File: src/rtl/mpeg_vlc_pkg.sv
// Types and constants shared by the MPEG-1 VLC encoder and its code table.
// DCT_COEFF_ENCODER_ESCAPE_EN sizes the shift register for 28-bit escape codes.
package mpeg_vlc_pkg;

  typedef struct packed {
    logic              codetable;
    logic              first;
    logic              eob;
    logic [5:0]        run;
    logic signed [8:0] level;
  } vlc_symbol_t;

  // DCT entries carry a zero sign slot in code[0] and count it in len.
  typedef struct packed {
    logic [16:0] code;
    logic [4:0]  len;
    logic        hit;
  } vlc_codeword_t;

  localparam logic [5:0] ESC_PREFIX     = 6'b000001;
  localparam int         ESC_SHORT_LEN  = 20;
  localparam int         ESC_LONG_LEN   = 28;
  localparam logic [1:0] EOB_CODE       = 2'b10;
  localparam int         EOB_LEN        = 2;

`ifdef DCT_COEFF_ENCODER_ESCAPE_EN
  localparam int SR_W = 28;
`else
  localparam int SR_W = 17;
`endif

  function automatic logic [8:0] level_mag(input logic [8:0] level);
    return level[8] ? (~level + 9'd1) : level;
  endfunction

endpackage

File: src/rtl/dct_coeff_vlc_table.sv
// Combinational {run,|level|} / increment -> codeword lookup; inverse of the
// decoder trees for the DCT coefficient and macroblock address increment tables.
module dct_coeff_vlc_table
  import mpeg_vlc_pkg::*;
(
  input  logic          codetable,
  input  logic [15:0]   key,
  output vlc_codeword_t cw
);

  logic [20:0] e;  // {len, code right-aligned}

  always_comb begin
    e = '0;
    if (codetable) begin
      case (key[7:0])
        8'd1:  e = {5'd1,  16'b1};
        8'd2:  e = {5'd3,  16'b011};
        8'd3:  e = {5'd3,  16'b010};
        8'd4:  e = {5'd4,  16'b0011};
        8'd5:  e = {5'd4,  16'b0010};
        8'd6:  e = {5'd5,  16'b00011};
        8'd7:  e = {5'd5,  16'b00010};
        8'd8:  e = {5'd7,  16'b0000111};
        8'd9:  e = {5'd7,  16'b0000110};
        8'd10: e = {5'd8,  16'b00001011};
        8'd11: e = {5'd8,  16'b00001010};
        8'd12: e = {5'd8,  16'b00001001};
        8'd13: e = {5'd8,  16'b00001000};
        8'd14: e = {5'd8,  16'b00000111};
        8'd15: e = {5'd8,  16'b00000110};
        8'd16: e = {5'd10, 16'b0000010111};
        8'd17: e = {5'd10, 16'b0000010110};
        8'd18: e = {5'd10, 16'b0000010101};
        8'd19: e = {5'd10, 16'b0000010100};
        8'd20: e = {5'd10, 16'b0000010011};
        8'd21: e = {5'd10, 16'b0000010010};
        8'd22: e = {5'd11, 16'b00000100011};
        8'd23: e = {5'd11, 16'b00000100010};
        8'd24: e = {5'd11, 16'b00000100001};
        8'd25: e = {5'd11, 16'b00000100000};
        8'd26: e = {5'd11, 16'b00000011111};
        8'd27: e = {5'd11, 16'b00000011110};
        8'd28: e = {5'd11, 16'b00000011101};
        8'd29: e = {5'd11, 16'b00000011100};
        8'd30: e = {5'd11, 16'b00000011011};
        8'd31: e = {5'd11, 16'b00000011010};
        8'd32: e = {5'd11, 16'b00000011001};
        8'd33: e = {5'd11, 16'b00000011000};
        default: e = '0;
      endcase
    end else begin
      case (key)
        {8'd0,  8'd1}:  e = {5'd2,  16'b11};
        {8'd1,  8'd1}:  e = {5'd3,  16'b011};
        {8'd0,  8'd2}:  e = {5'd4,  16'b0100};
        {8'd2,  8'd1}:  e = {5'd4,  16'b0101};
        {8'd0,  8'd3}:  e = {5'd5,  16'b00101};
        {8'd3,  8'd1}:  e = {5'd5,  16'b00111};
        {8'd4,  8'd1}:  e = {5'd5,  16'b00110};
        {8'd1,  8'd2}:  e = {5'd6,  16'b000110};
        {8'd5,  8'd1}:  e = {5'd6,  16'b000111};
        {8'd6,  8'd1}:  e = {5'd6,  16'b000101};
        {8'd7,  8'd1}:  e = {5'd6,  16'b000100};
        {8'd0,  8'd4}:  e = {5'd7,  16'b0000110};
        {8'd2,  8'd2}:  e = {5'd7,  16'b0000100};
        {8'd8,  8'd1}:  e = {5'd7,  16'b0000111};
        {8'd9,  8'd1}:  e = {5'd7,  16'b0000101};
        {8'd0,  8'd5}:  e = {5'd8,  16'b00100110};
        {8'd0,  8'd6}:  e = {5'd8,  16'b00100001};
        {8'd1,  8'd3}:  e = {5'd8,  16'b00100101};
        {8'd3,  8'd2}:  e = {5'd8,  16'b00100100};
        {8'd10, 8'd1}:  e = {5'd8,  16'b00100111};
        {8'd11, 8'd1}:  e = {5'd8,  16'b00100011};
        {8'd12, 8'd1}:  e = {5'd8,  16'b00100010};
        {8'd13, 8'd1}:  e = {5'd8,  16'b00100000};
        {8'd0,  8'd7}:  e = {5'd10, 16'b0000001010};
        {8'd1,  8'd4}:  e = {5'd10, 16'b0000001100};
        {8'd2,  8'd3}:  e = {5'd10, 16'b0000001011};
        {8'd4,  8'd2}:  e = {5'd10, 16'b0000001111};
        {8'd5,  8'd2}:  e = {5'd10, 16'b0000001001};
        {8'd14, 8'd1}:  e = {5'd10, 16'b0000001110};
        {8'd15, 8'd1}:  e = {5'd10, 16'b0000001101};
        {8'd16, 8'd1}:  e = {5'd10, 16'b0000001000};
        {8'd0,  8'd8}:  e = {5'd12, 16'b000000011101};
        {8'd0,  8'd9}:  e = {5'd12, 16'b000000011000};
        {8'd0,  8'd10}: e = {5'd12, 16'b000000010011};
        {8'd0,  8'd11}: e = {5'd12, 16'b000000010000};
        {8'd1,  8'd5}:  e = {5'd12, 16'b000000011011};
        {8'd2,  8'd4}:  e = {5'd12, 16'b000000010100};
        {8'd3,  8'd3}:  e = {5'd12, 16'b000000011100};
        {8'd4,  8'd3}:  e = {5'd12, 16'b000000010010};
        {8'd6,  8'd2}:  e = {5'd12, 16'b000000011110};
        {8'd7,  8'd2}:  e = {5'd12, 16'b000000010101};
        {8'd8,  8'd2}:  e = {5'd12, 16'b000000010001};
        {8'd17, 8'd1}:  e = {5'd12, 16'b000000011111};
        {8'd18, 8'd1}:  e = {5'd12, 16'b000000011010};
        {8'd19, 8'd1}:  e = {5'd12, 16'b000000011001};
        {8'd20, 8'd1}:  e = {5'd12, 16'b000000010111};
        {8'd21, 8'd1}:  e = {5'd12, 16'b000000010110};
        {8'd0,  8'd12}: e = {5'd13, 16'b0000000011010};
        {8'd0,  8'd13}: e = {5'd13, 16'b0000000011001};
        {8'd0,  8'd14}: e = {5'd13, 16'b0000000011000};
        {8'd0,  8'd15}: e = {5'd13, 16'b0000000010111};
        {8'd1,  8'd6}:  e = {5'd13, 16'b0000000010110};
        {8'd1,  8'd7}:  e = {5'd13, 16'b0000000010101};
        {8'd2,  8'd5}:  e = {5'd13, 16'b0000000010100};
        {8'd3,  8'd4}:  e = {5'd13, 16'b0000000010011};
        {8'd5,  8'd3}:  e = {5'd13, 16'b0000000010010};
        {8'd9,  8'd2}:  e = {5'd13, 16'b0000000010001};
        {8'd10, 8'd2}:  e = {5'd13, 16'b0000000010000};
        {8'd22, 8'd1}:  e = {5'd13, 16'b0000000011111};
        {8'd23, 8'd1}:  e = {5'd13, 16'b0000000011110};
        {8'd24, 8'd1}:  e = {5'd13, 16'b0000000011101};
        {8'd25, 8'd1}:  e = {5'd13, 16'b0000000011100};
        {8'd26, 8'd1}:  e = {5'd13, 16'b0000000011011};
        {8'd0,  8'd16}: e = {5'd14, 16'b00000000011111};
        {8'd0,  8'd17}: e = {5'd14, 16'b00000000011110};
        {8'd0,  8'd18}: e = {5'd14, 16'b00000000011101};
        {8'd0,  8'd19}: e = {5'd14, 16'b00000000011100};
        {8'd0,  8'd20}: e = {5'd14, 16'b00000000011011};
        {8'd0,  8'd21}: e = {5'd14, 16'b00000000011010};
        {8'd0,  8'd22}: e = {5'd14, 16'b00000000011001};
        {8'd0,  8'd23}: e = {5'd14, 16'b00000000011000};
        {8'd0,  8'd24}: e = {5'd14, 16'b00000000010111};
        {8'd0,  8'd25}: e = {5'd14, 16'b00000000010110};
        {8'd0,  8'd26}: e = {5'd14, 16'b00000000010101};
        {8'd0,  8'd27}: e = {5'd14, 16'b00000000010100};
        {8'd0,  8'd28}: e = {5'd14, 16'b00000000010011};
        {8'd0,  8'd29}: e = {5'd14, 16'b00000000010010};
        {8'd0,  8'd30}: e = {5'd14, 16'b00000000010001};
        {8'd0,  8'd31}: e = {5'd14, 16'b00000000010000};
        {8'd0,  8'd32}: e = {5'd15, 16'b000000000011000};
        {8'd0,  8'd33}: e = {5'd15, 16'b000000000010111};
        {8'd0,  8'd34}: e = {5'd15, 16'b000000000010110};
        {8'd0,  8'd35}: e = {5'd15, 16'b000000000010101};
        {8'd0,  8'd36}: e = {5'd15, 16'b000000000010100};
        {8'd0,  8'd37}: e = {5'd15, 16'b000000000010011};
        {8'd0,  8'd38}: e = {5'd15, 16'b000000000010010};
        {8'd0,  8'd39}: e = {5'd15, 16'b000000000010001};
        {8'd0,  8'd40}: e = {5'd15, 16'b000000000010000};
        {8'd1,  8'd8}:  e = {5'd15, 16'b000000000011111};
        {8'd1,  8'd9}:  e = {5'd15, 16'b000000000011110};
        {8'd1,  8'd10}: e = {5'd15, 16'b000000000011101};
        {8'd1,  8'd11}: e = {5'd15, 16'b000000000011100};
        {8'd1,  8'd12}: e = {5'd15, 16'b000000000011011};
        {8'd1,  8'd13}: e = {5'd15, 16'b000000000011010};
        {8'd1,  8'd14}: e = {5'd15, 16'b000000000011001};
        {8'd1,  8'd15}: e = {5'd16, 16'b0000000000010011};
        {8'd1,  8'd16}: e = {5'd16, 16'b0000000000010010};
        {8'd1,  8'd17}: e = {5'd16, 16'b0000000000010001};
        {8'd1,  8'd18}: e = {5'd16, 16'b0000000000010000};
        {8'd6,  8'd3}:  e = {5'd16, 16'b0000000000010100};
        {8'd11, 8'd2}:  e = {5'd16, 16'b0000000000011010};
        {8'd12, 8'd2}:  e = {5'd16, 16'b0000000000011001};
        {8'd13, 8'd2}:  e = {5'd16, 16'b0000000000011000};
        {8'd14, 8'd2}:  e = {5'd16, 16'b0000000000010111};
        {8'd15, 8'd2}:  e = {5'd16, 16'b0000000000010110};
        {8'd16, 8'd2}:  e = {5'd16, 16'b0000000000010101};
        {8'd27, 8'd1}:  e = {5'd16, 16'b0000000000011111};
        {8'd28, 8'd1}:  e = {5'd16, 16'b0000000000011110};
        {8'd29, 8'd1}:  e = {5'd16, 16'b0000000000011101};
        {8'd30, 8'd1}:  e = {5'd16, 16'b0000000000011100};
        {8'd31, 8'd1}:  e = {5'd16, 16'b0000000000011011};
        default:        e = '0;
      endcase
    end
  end

  always_comb begin
    cw.hit = (e[20:16] != 5'd0);
    if (codetable) begin
      cw.code = {1'b0, e[15:0]};
      cw.len  = e[20:16];
    end else begin
      cw.code = {e[15:0], 1'b0};
      cw.len  = cw.hit ? e[20:16] + 5'd1 : 5'd0;
    end
  end

endmodule

File: src/rtl/dct_coeff_huffman_encoder.sv
// Bit-serial MPEG-1 DCT coefficient / address increment VLC encoder, one bit per data_ready beat.
// Define DCT_COEFF_ENCODER_ESCAPE_EN to enable 20/28-bit escape coding of table misses.
module dct_coeff_huffman_encoder
  import mpeg_vlc_pkg::*;
(
  input  logic       clk,
  input  logic       reset,
  input  logic       in_valid,
  output logic       in_ready,
  input  logic       in_codetable,
  input  logic       in_first,
  input  logic       in_eob,
  input  logic [5:0] in_run,
  input  logic [8:0] in_level,
  output logic       data_valid,
  output logic       data,
  input  logic       data_ready,
  output logic       enc_error
);

  typedef enum logic {IDLE, SHIFT} state_t;

  state_t          state_q, state_d;
  logic [SR_W-1:0] sr_q, sr_d;
  logic [4:0]      cnt_q, cnt_d;
  logic            err_q, err_d;

  logic            neg;
  logic [8:0]      mag;
  logic [15:0]     key;
  vlc_codeword_t   cw;
  logic [SR_W-1:0] load_bits;
  logic [SR_W-1:0] sr_load;
  logic [4:0]      load_len;
  logic            load_err;

  always_comb begin
    neg = in_level[8];
    mag = level_mag(in_level);
    key = in_codetable ? {10'd0, in_level[5:0]} : {2'b00, in_run, mag[7:0]};
  end

  dct_coeff_vlc_table u_table (
    .codetable (in_codetable),
    .key       (key),
    .cw        (cw)
  );

  // Codeword assembled right-aligned, then left-aligned into the shift register.
  always_comb begin
    load_bits = '0;
    load_len  = '0;
    load_err  = 1'b0;
    if (in_codetable) begin
      if (cw.hit) begin
        load_bits = SR_W'(cw.code);
        load_len  = cw.len;
      end else begin
        load_err = 1'b1;
      end
    end else if (in_eob) begin
      if (in_first) begin
        load_err = 1'b1;
      end else begin
        load_bits = SR_W'(EOB_CODE);
        load_len  = 5'(EOB_LEN);
      end
    end else if (mag == 9'd0 || mag > 9'd255) begin
      load_err = 1'b1;
    end else if (in_first && in_run == 6'd0 && mag == 9'd1) begin
      load_bits = SR_W'({1'b1, neg});
      load_len  = 5'd2;
    end else if (cw.hit) begin
      load_bits = SR_W'({cw.code[16:1], neg});
      load_len  = cw.len;
`ifdef DCT_COEFF_ENCODER_ESCAPE_EN
    end else if (mag <= 9'd127) begin
      load_bits = SR_W'({ESC_PREFIX, in_run, in_level[7:0]});
      load_len  = 5'(ESC_SHORT_LEN);
    end else begin
      load_bits = SR_W'({ESC_PREFIX, in_run, (neg ? 8'h80 : 8'h00), in_level[7:0]});
      load_len  = 5'(ESC_LONG_LEN);
    end
`else
    end else begin
      load_err = 1'b1;
    end
`endif
    sr_load = load_bits << (5'(SR_W) - load_len);
  end

  always_comb begin
    state_d = state_q;
    sr_d    = sr_q;
    cnt_d   = cnt_q;
    err_d   = 1'b0;
    case (state_q)
      IDLE: begin
        if (in_valid && in_ready) begin
          if (load_err) begin
            err_d = 1'b1;
          end else begin
            sr_d    = sr_load;
            cnt_d   = load_len;
            state_d = SHIFT;
          end
        end
      end
      SHIFT: begin
        if (data_ready) begin
          sr_d  = sr_q << 1;
          cnt_d = cnt_q - 5'd1;
          if (cnt_q == 5'd1) state_d = IDLE;
        end
      end
      default: state_d = IDLE;
    endcase
  end

  always_ff @(posedge clk or posedge reset) begin
    if (reset) begin
      state_q <= IDLE;
      sr_q    <= '0;
      cnt_q   <= '0;
      err_q   <= 1'b0;
    end else begin
      state_q <= state_d;
      sr_q    <= sr_d;
      cnt_q   <= cnt_d;
      err_q   <= err_d;
    end
  end

  // Error cycle holds off the next symbol so the pulse is never overlapped.
  assign in_ready   = (state_q == IDLE) && !err_q;
  assign data_valid = (state_q == SHIFT);
  assign data       = sr_q[SR_W-1];
  assign enc_error  = err_q;

endmodule

File: config.mk
export PLATFORM = sky130hd
export DESIGN_NAME = dct_coeff_huffman_encoder
export DESIGN_NICKNAME = d
export VERILOG_FILES = /design/src/rtl/mpeg_vlc_pkg.sv /design/src/rtl/dct_coeff_vlc_table.sv /design/src/rtl/dct_coeff_huffman_encoder.sv
export SDC_FILE = /design/constraint.sdc
export NUM_CORES = 1
export LEC_CHECK = 0
export BUFFER_PORTS_ARGS = -buffer_cell sky130_fd_sc_hd__buf_2
export CELL_PAD_IN_SITES_DETAIL_PLACEMENT = 1
export CELL_PAD_IN_SITES_GLOBAL_PLACEMENT = 1
export CORE_ASPECT_RATIO = 1.4
export CORE_MARGIN = 4
export CORE_UTILIZATION = 45
export CTS_CLUSTER_SIZE = 12
export DETAILED_ROUTE_END_ITERATION = 12
export HOLD_SLACK_MARGIN = 0.03
export PLACE_DENSITY_LB_ADDON = 0.3
export SLEW_MARGIN = 20
export SYNTH_ARGS = -nofsm -noshare
export SYNTH_HDL_FRONTEND = slang
export SYNTH_HIERARCHICAL = 1
export SYNTH_SLANG_ARGS = --single-unit
File: constraint.sdc
create_clock -name clk -period 2.02 [get_ports clk]
set_clock_uncertainty 0.05 [all_clocks]
set_input_delay 0 -clock clk [delete_from_list [all_inputs] [get_ports clk]]
set_output_delay 0 -clock clk [all_outputs]
set_load 0.05 [all_outputs]
==> impl_metrics.py, run 1 <==
metrics = {
    "outcome": {
        "status": "stopped before the end",
        "flow.stopped_at": "clock tree synthesis",
        "firstError": "[ERROR DPL-0033] detailed placement checks failed during check placement.",
    },
    "yosys": {
        "ys_ff_latch": 24,
        "ys_types": 98,
        "ys_warn_count": 6,
        "yosysSeqAreaShare": 0.112,
        "synth_ff_type": "dfrtp_1",
        "async_flop_share": 1.00,
        "syn_area_sq_mm": 0.00537,
        "avgSynthCellArea_sq_um": 7.15,
        "syn_inst": 751,
        "synth_edf_count": 0,
    },
    "clocking": {
        "clkSinkCount": 24,
        "clk_path_buf_depth": 2,
        "cts_made_buffers": 3,
        "cts-resized-gates": 159,
        "htree_levels": 1,
        "hold_buffers": 2,
        "cts_root_buf": "clkbuf_16",
        "cts_setup_buffers": 40,
    },
    "floorplan": {
        "fp.dieW_um": 100,
        "ios": 26,
        "die_h_um": 137,
        "rows": 47,
        "initial_core_util": 0.457,
    },
    "placed_design": {
        "post-place-cells": 1162,
        "hpwl_mm": 26.3,
        "routabilityCongestion": 1.14,
        "io_buffer_count": 25,
        "place_area_sq_mm": 0.00779,
    },
}
## logic make-up after synthesis
kind of cell | after synthesis | share of synthesized area
adder cells (fa/ha/maj) | 16 | 0.0368
AND/OR/NAND/NOR | 325 | 0.336
AO/OA/AOI/OAI | 243 | 0.328
flip-flops | 24 | 0.112
XOR/XNOR | 10 | 0.0163
other | 2 | 0.00140
multiplexers | 28 | 0.0799
buffers and inverters | 103 | 0.0901
## cell usage after synthesis (all sizes together) (5+ instances only)
| cell | instances | area [sq um] |
|---|---|---|
| and2 | 9 | 58.8 |
| nor2b | 12 | 75.1 |
| nand2 | 62 | 233 |
| mux4 | 11 | 255 |
| o22ai | 10 | 76.3 |
| nor3 | 33 | 193 |
| o21ai | 50 | 254 |
| a31oi | 12 | 75.1 |
| mux2i | 14 | 140 |
| nor3b | 5 | 37.5 |
| o2111ai | 5 | 43.8 |
| a21oi | 44 | 220 |
| xor2 | 7 | 61.3 |
| nand2b | 14 | 87.6 |
| nand4 | 13 | 81.3 |
| inv | 34 | 130 |
| nor4 | 15 | 134 |
| buf | 33 | 219 |
| or4 | 5 | 45.0 |
| a211oi | 10 | 87.6 |
| o31ai | 11 | 87.6 |
| nand3 | 45 | 225 |
| or3 | 6 | 37.5 |
| a32oi | 5 | 43.8 |
| nand3b | 8 | 60.1 |
| nor2 | 60 | 243 |
| dfrtp | 24 | 601 |
| a21o | 6 | 45.0 |
| ha | 15 | 188 |
| o21a | 8 | 60.1 |
| o211ai | 12 | 109 |
| a221oi | 5 | 43.8 |
| clkbuf | 36 | 135 |
| a22oi | 11 | 82.6 |
| and3 | 18 | 113 |
## through the flow
stage          worst slack, ns  TNS, ns  hold slack, ns
2_1_floorplan            -3.23   -63.94         -0.0354
3_3_place_gp             -3.35   -72.30           0.157
3_5_place_dp             -3.65   -79.61           0.179
==> run 2, diff against run 1 <==
CELL_PAD_IN_SITES_DETAIL_PLACEMENT = unset   (was 1)
CELL_PAD_IN_SITES_GLOBAL_PLACEMENT = unset   (was 1)
CORE_ASPECT_RATIO = unset   (was 1.4)
CORE_UTILIZATION = 30   (was 45)
CTS_CLUSTER_SIZE = unset   (was 12)
HOLD_SLACK_MARGIN = unset   (was 0.03)
PLACE_DENSITY_LB_ADDON = 0.15   (was 0.3)
==> run 2 against run 1 <==
The flow now finishes, with violations (setup timing). Synthesized cell count stayed put. Area after synthesis is the same.
==> impl_metrics.py, run 2 <==
metrics = {
    "detailed_routing": {
        "finalWirelength_mm": 27.7,
        "wl_per_cell_um": 21.1,
        "drc": 0,
        "drt-pass1-iter-count": 5,
        "final_antenna_net_count": 0,
        "dr.first_iter.drc_count": 772,
        "via_count": 7512,
        "vias_per_cell": 5.73,
    },
    "timing": {
        "relSlewSlack": 0.608,
        "rsz0062_at_grt": "yes",
        "fmax_ghz": 0.203,
        "worst_slew_pin_slew_ns": 0.583,
        "hold_viol": 0,
        "period_share": 2.44,
        "report.final.slew_viol_count": 0,
        "whs_ns": 0.102,
        "min_period_ns": 4.93,
        "setup_ws_ns": -2.91,
        "setup_viol": 24,
    },
    "floorplan": {
        "die_h_um": 142,
        "coreArea_sq_mm": 0.0174,
        "rows": 48,
        "initial_core_util": 0.308,
        "die_area_sq_mm": 0.0201,
        "fp.dieW_um": 142,
        "ios": 26,
    },
    "yosys": {
        "syn_inst": 751,
        "async_flop_share": 1.00,
        "ys_types": 98,
        "ys_warn_count": 6,
        "ys_ff_latch": 24,
        "syn_area_sq_mm": 0.00537,
        "yosysMostFrequentCell": "nand2_1",
        "synth.area.top_cells": "dfrtp_1 11%, nand2_1 4.3%, nand3_1 4.2%, a21oi_1 4.1%, o21ai_0 4.0%",
        "synth_edf_count": 0,
        "yosysSeqAreaShare": 0.112,
        "avgSynthCellArea_sq_um": 7.15,
        "synthTopCellsByCount": "62 x nand2_1, 57 x nor2_1, 45 x nand3_1",
        "synth_ff_type": "dfrtp_1",
        "yosys.area.top_type": "dfrtp_1",
        "synth.top_cell.area_share": 0.112,
    },
    "worst_setup_path": {
        "reg2regPathDepth": 7,
        "criticalPathCategory": "in -> reg",
        "reg2reg_slack_ns": 0.12,
        "r2r-end": "sr_q[8]$_DFFE_PP0P_",
        "critPathArrivalTime_ns": 5.03,
        "crit_buf_inv": 4,
        "start_kind": "input port",
        "critPathCaptureType": "flip-flop",
        "cp.required_ns": 2.11,
        "cpMaxStageDelayCell": "or4_4",
        "slowest_delay_ns": 0.56,
        "critPathMaxFanout": 5,
        "cp_top_family": "simple AND/OR/NAND/NOR gates",
        "regToRegStartpoint": "data_valid$_DFF_PP0_",
    },
    "worst_hold_path": {
        "hold_path_depth": 4,
        "min_from": "data_ready",
        "holdCritPathClass": "in -> reg",
        "min_to": "data_valid$_DFF_PP0_",
    },
    "clocking": {
        "clock_latency_ns": 0.27,
        "clkSinkCount": 24,
        "cts_root_buf": "clkbuf_16",
        "clk_path_buf_depth": 2,
        "tritoncts": "yes",
        "cts.reportedPaths.clkPinSlew_ns": 0.07,
        "htree_levels": 1,
        "cts_made_buffers": 3,
    },
    "final_layout": {
        "fillers": 1678,
        "synthToLayoutAreaGrowth_pct": 73.4,
        "top_regs": "sr_q: 17 flops, cnt_q: 5 flops",
        "seq_area_sq_um": 601,
        "num_antenna_cells": 0,
        "fin_util": 0.535,
        "multi_input_area_sq_mm": 0.00516,
        "nets": 1124,
        "layout_common_cells": "323 x buf_4, 56 x nand2_1, 52 x nor2_1",
        "drive_gt1_frac": 0.503,
        "largest-register": "sr_q",
        "largest_register_ffs": 17,
        "layout_commonest_cell": "buf_4",
    },
    "power": {
        "clockPowerShare": 0.125,
        "power_density_mw_per_mm2": 501,
        "vdd_ir_drop_max_uv": 732,
        "p_switching_mw": 2.10,
        "p_leak_nw": 4.01,
        "comb_power_share": 0.696,
        "switching_share": 0.449,
        "seq_power_share": 0.179,
        "p_total_mw": 4.67,
        "intPower_mw": 2.57,
    },
    "grt": {
        "antenna_found_initial": 0,
        "top_usage_layer": "met2",
        "grt_pass1_vias": 7445,
        "met1_usage": 0.392,
        "grt_use_total": 0.264,
        "grt_max_degree": 30,
        "use_met3": 0.0364,
        "grt-ovfl-total": 0,
        "met2_usage": 0.411,
        "grt_pass1_wl_mm": 42.6,
    },
    "placed_design": {
        "hpwl_mm": 21.8,
        "io_buffer_count": 25,
        "dp_slack_ns": -3.49,
        "routabilityCongestion": 1.10,
    },
    "outcome": {
        "violations": "setup timing",
        "status": "finished with violations",
    },
    "job": {
        "maxCapViolations": 0,
    },
}
run 2: cell type report:
| type | instances | area share |
|---|---|---|
| clock inverter | 1 | 0.00322 |
| clock buffer | 3 | 0.00806 |
| multi-input combinational | 641 | 0.554 |
| inverter | 34 | 0.0148 |
| timing repair buffer | 383 | 0.325 |
| tap | 225 | 0.0302 |
| sequential | 24 | 0.0645 |
run 2: logic make-up (layout without fill, tap and decap cells):
family	Yosys count	count (layout)	synth area share
AOI/OAI and AO/OA	243	243	0.328
xor gates and xnor gates	10	10	0.0163
adders and majority gates	16	16	0.0368
buffers and inverters	103	421	0.0901
DFF	24	24	0.112
muxes	28	28	0.0799
other	2	18	0.00140
and+or+nand+nor	325	326	0.336
run 2: worst max path at each step:
stage,slack (ns),from,cells past startpoint,end
6_report,-2.91,in_level[6],26,sr_q[13]$_DFFE_PP0P_
5_1_grt,-3.10,in_level[0],28,sr_q[13]$_DFFE_PP0P_
4_1_cts,-2.84,in_level[6],26,sr_q[13]$_DFFE_PP0P_
3_5_place_dp,-3.49,in_level[0],25,sr_q[15]$_DFFE_PP0P_
3_3_place_gp,-3.51,in_level[0],24,sr_q[16]$_DFFE_PP0P_
2_1_floorplan,-3.23,in_level[2],27,sr_q[13]$_DFFE_PP0P_
run 2: per-layer routing:
metal,vias up,wire (um)
met5,-,29
met4,2,500
met3,46,2190
met2,333,12300
met1,3603,12700
li1,3528,-
run 2: worst reg2reg max path, cell delays in order, from the launching register on:
cell	delay [ns]
dfrtp_1	0.38
nor2_1	0.13
nand2_1	0.16
a211o_4	0.41
nand2_8	0.11
o21ai_0	0.17
a41oi_4	0.26
o31ai_4	0.10
run 2: power groups by stage:
stage / Sequential, mW / Combinational [mW] / Clock (mW)
2_1_floorplan: 0.871 / 1.51 / 0
5_1_grt: 0.857 / 3.47 / 0.607
3_5_place_dp: 0.825 / 2.59 / 0
6_report: 0.837 / 3.25 / 0.582
4_1_cts: 0.828 / 2.91 / 0.585
3_3_place_gp: 0.815 / 2.56 / 0
run 2: metrics by stage:
stage | std cells | TNS (ns) | area, sq um
detailed placement | 1259 | -75.74 | 8040
global route | 1311 | -65.82 | 9310
CTS | 1296 | -61.99 | 8890
finish | 1311 | -61.97 | 9310
floorplan | 767 | -63.94 | 5610
global placement | 1259 | -76.18 | 8040
run 2: what timing repair did:
item,in CTS,in global routing
gates resized for setup,108,68
hold buffers,1,0
endpoints found under the setup margin,24,24
buffers inserted,35,21
hold endpoints to repair,24,0
cloned,3,0
pin swaps,55,34
(Power assumes the default switching activity.)
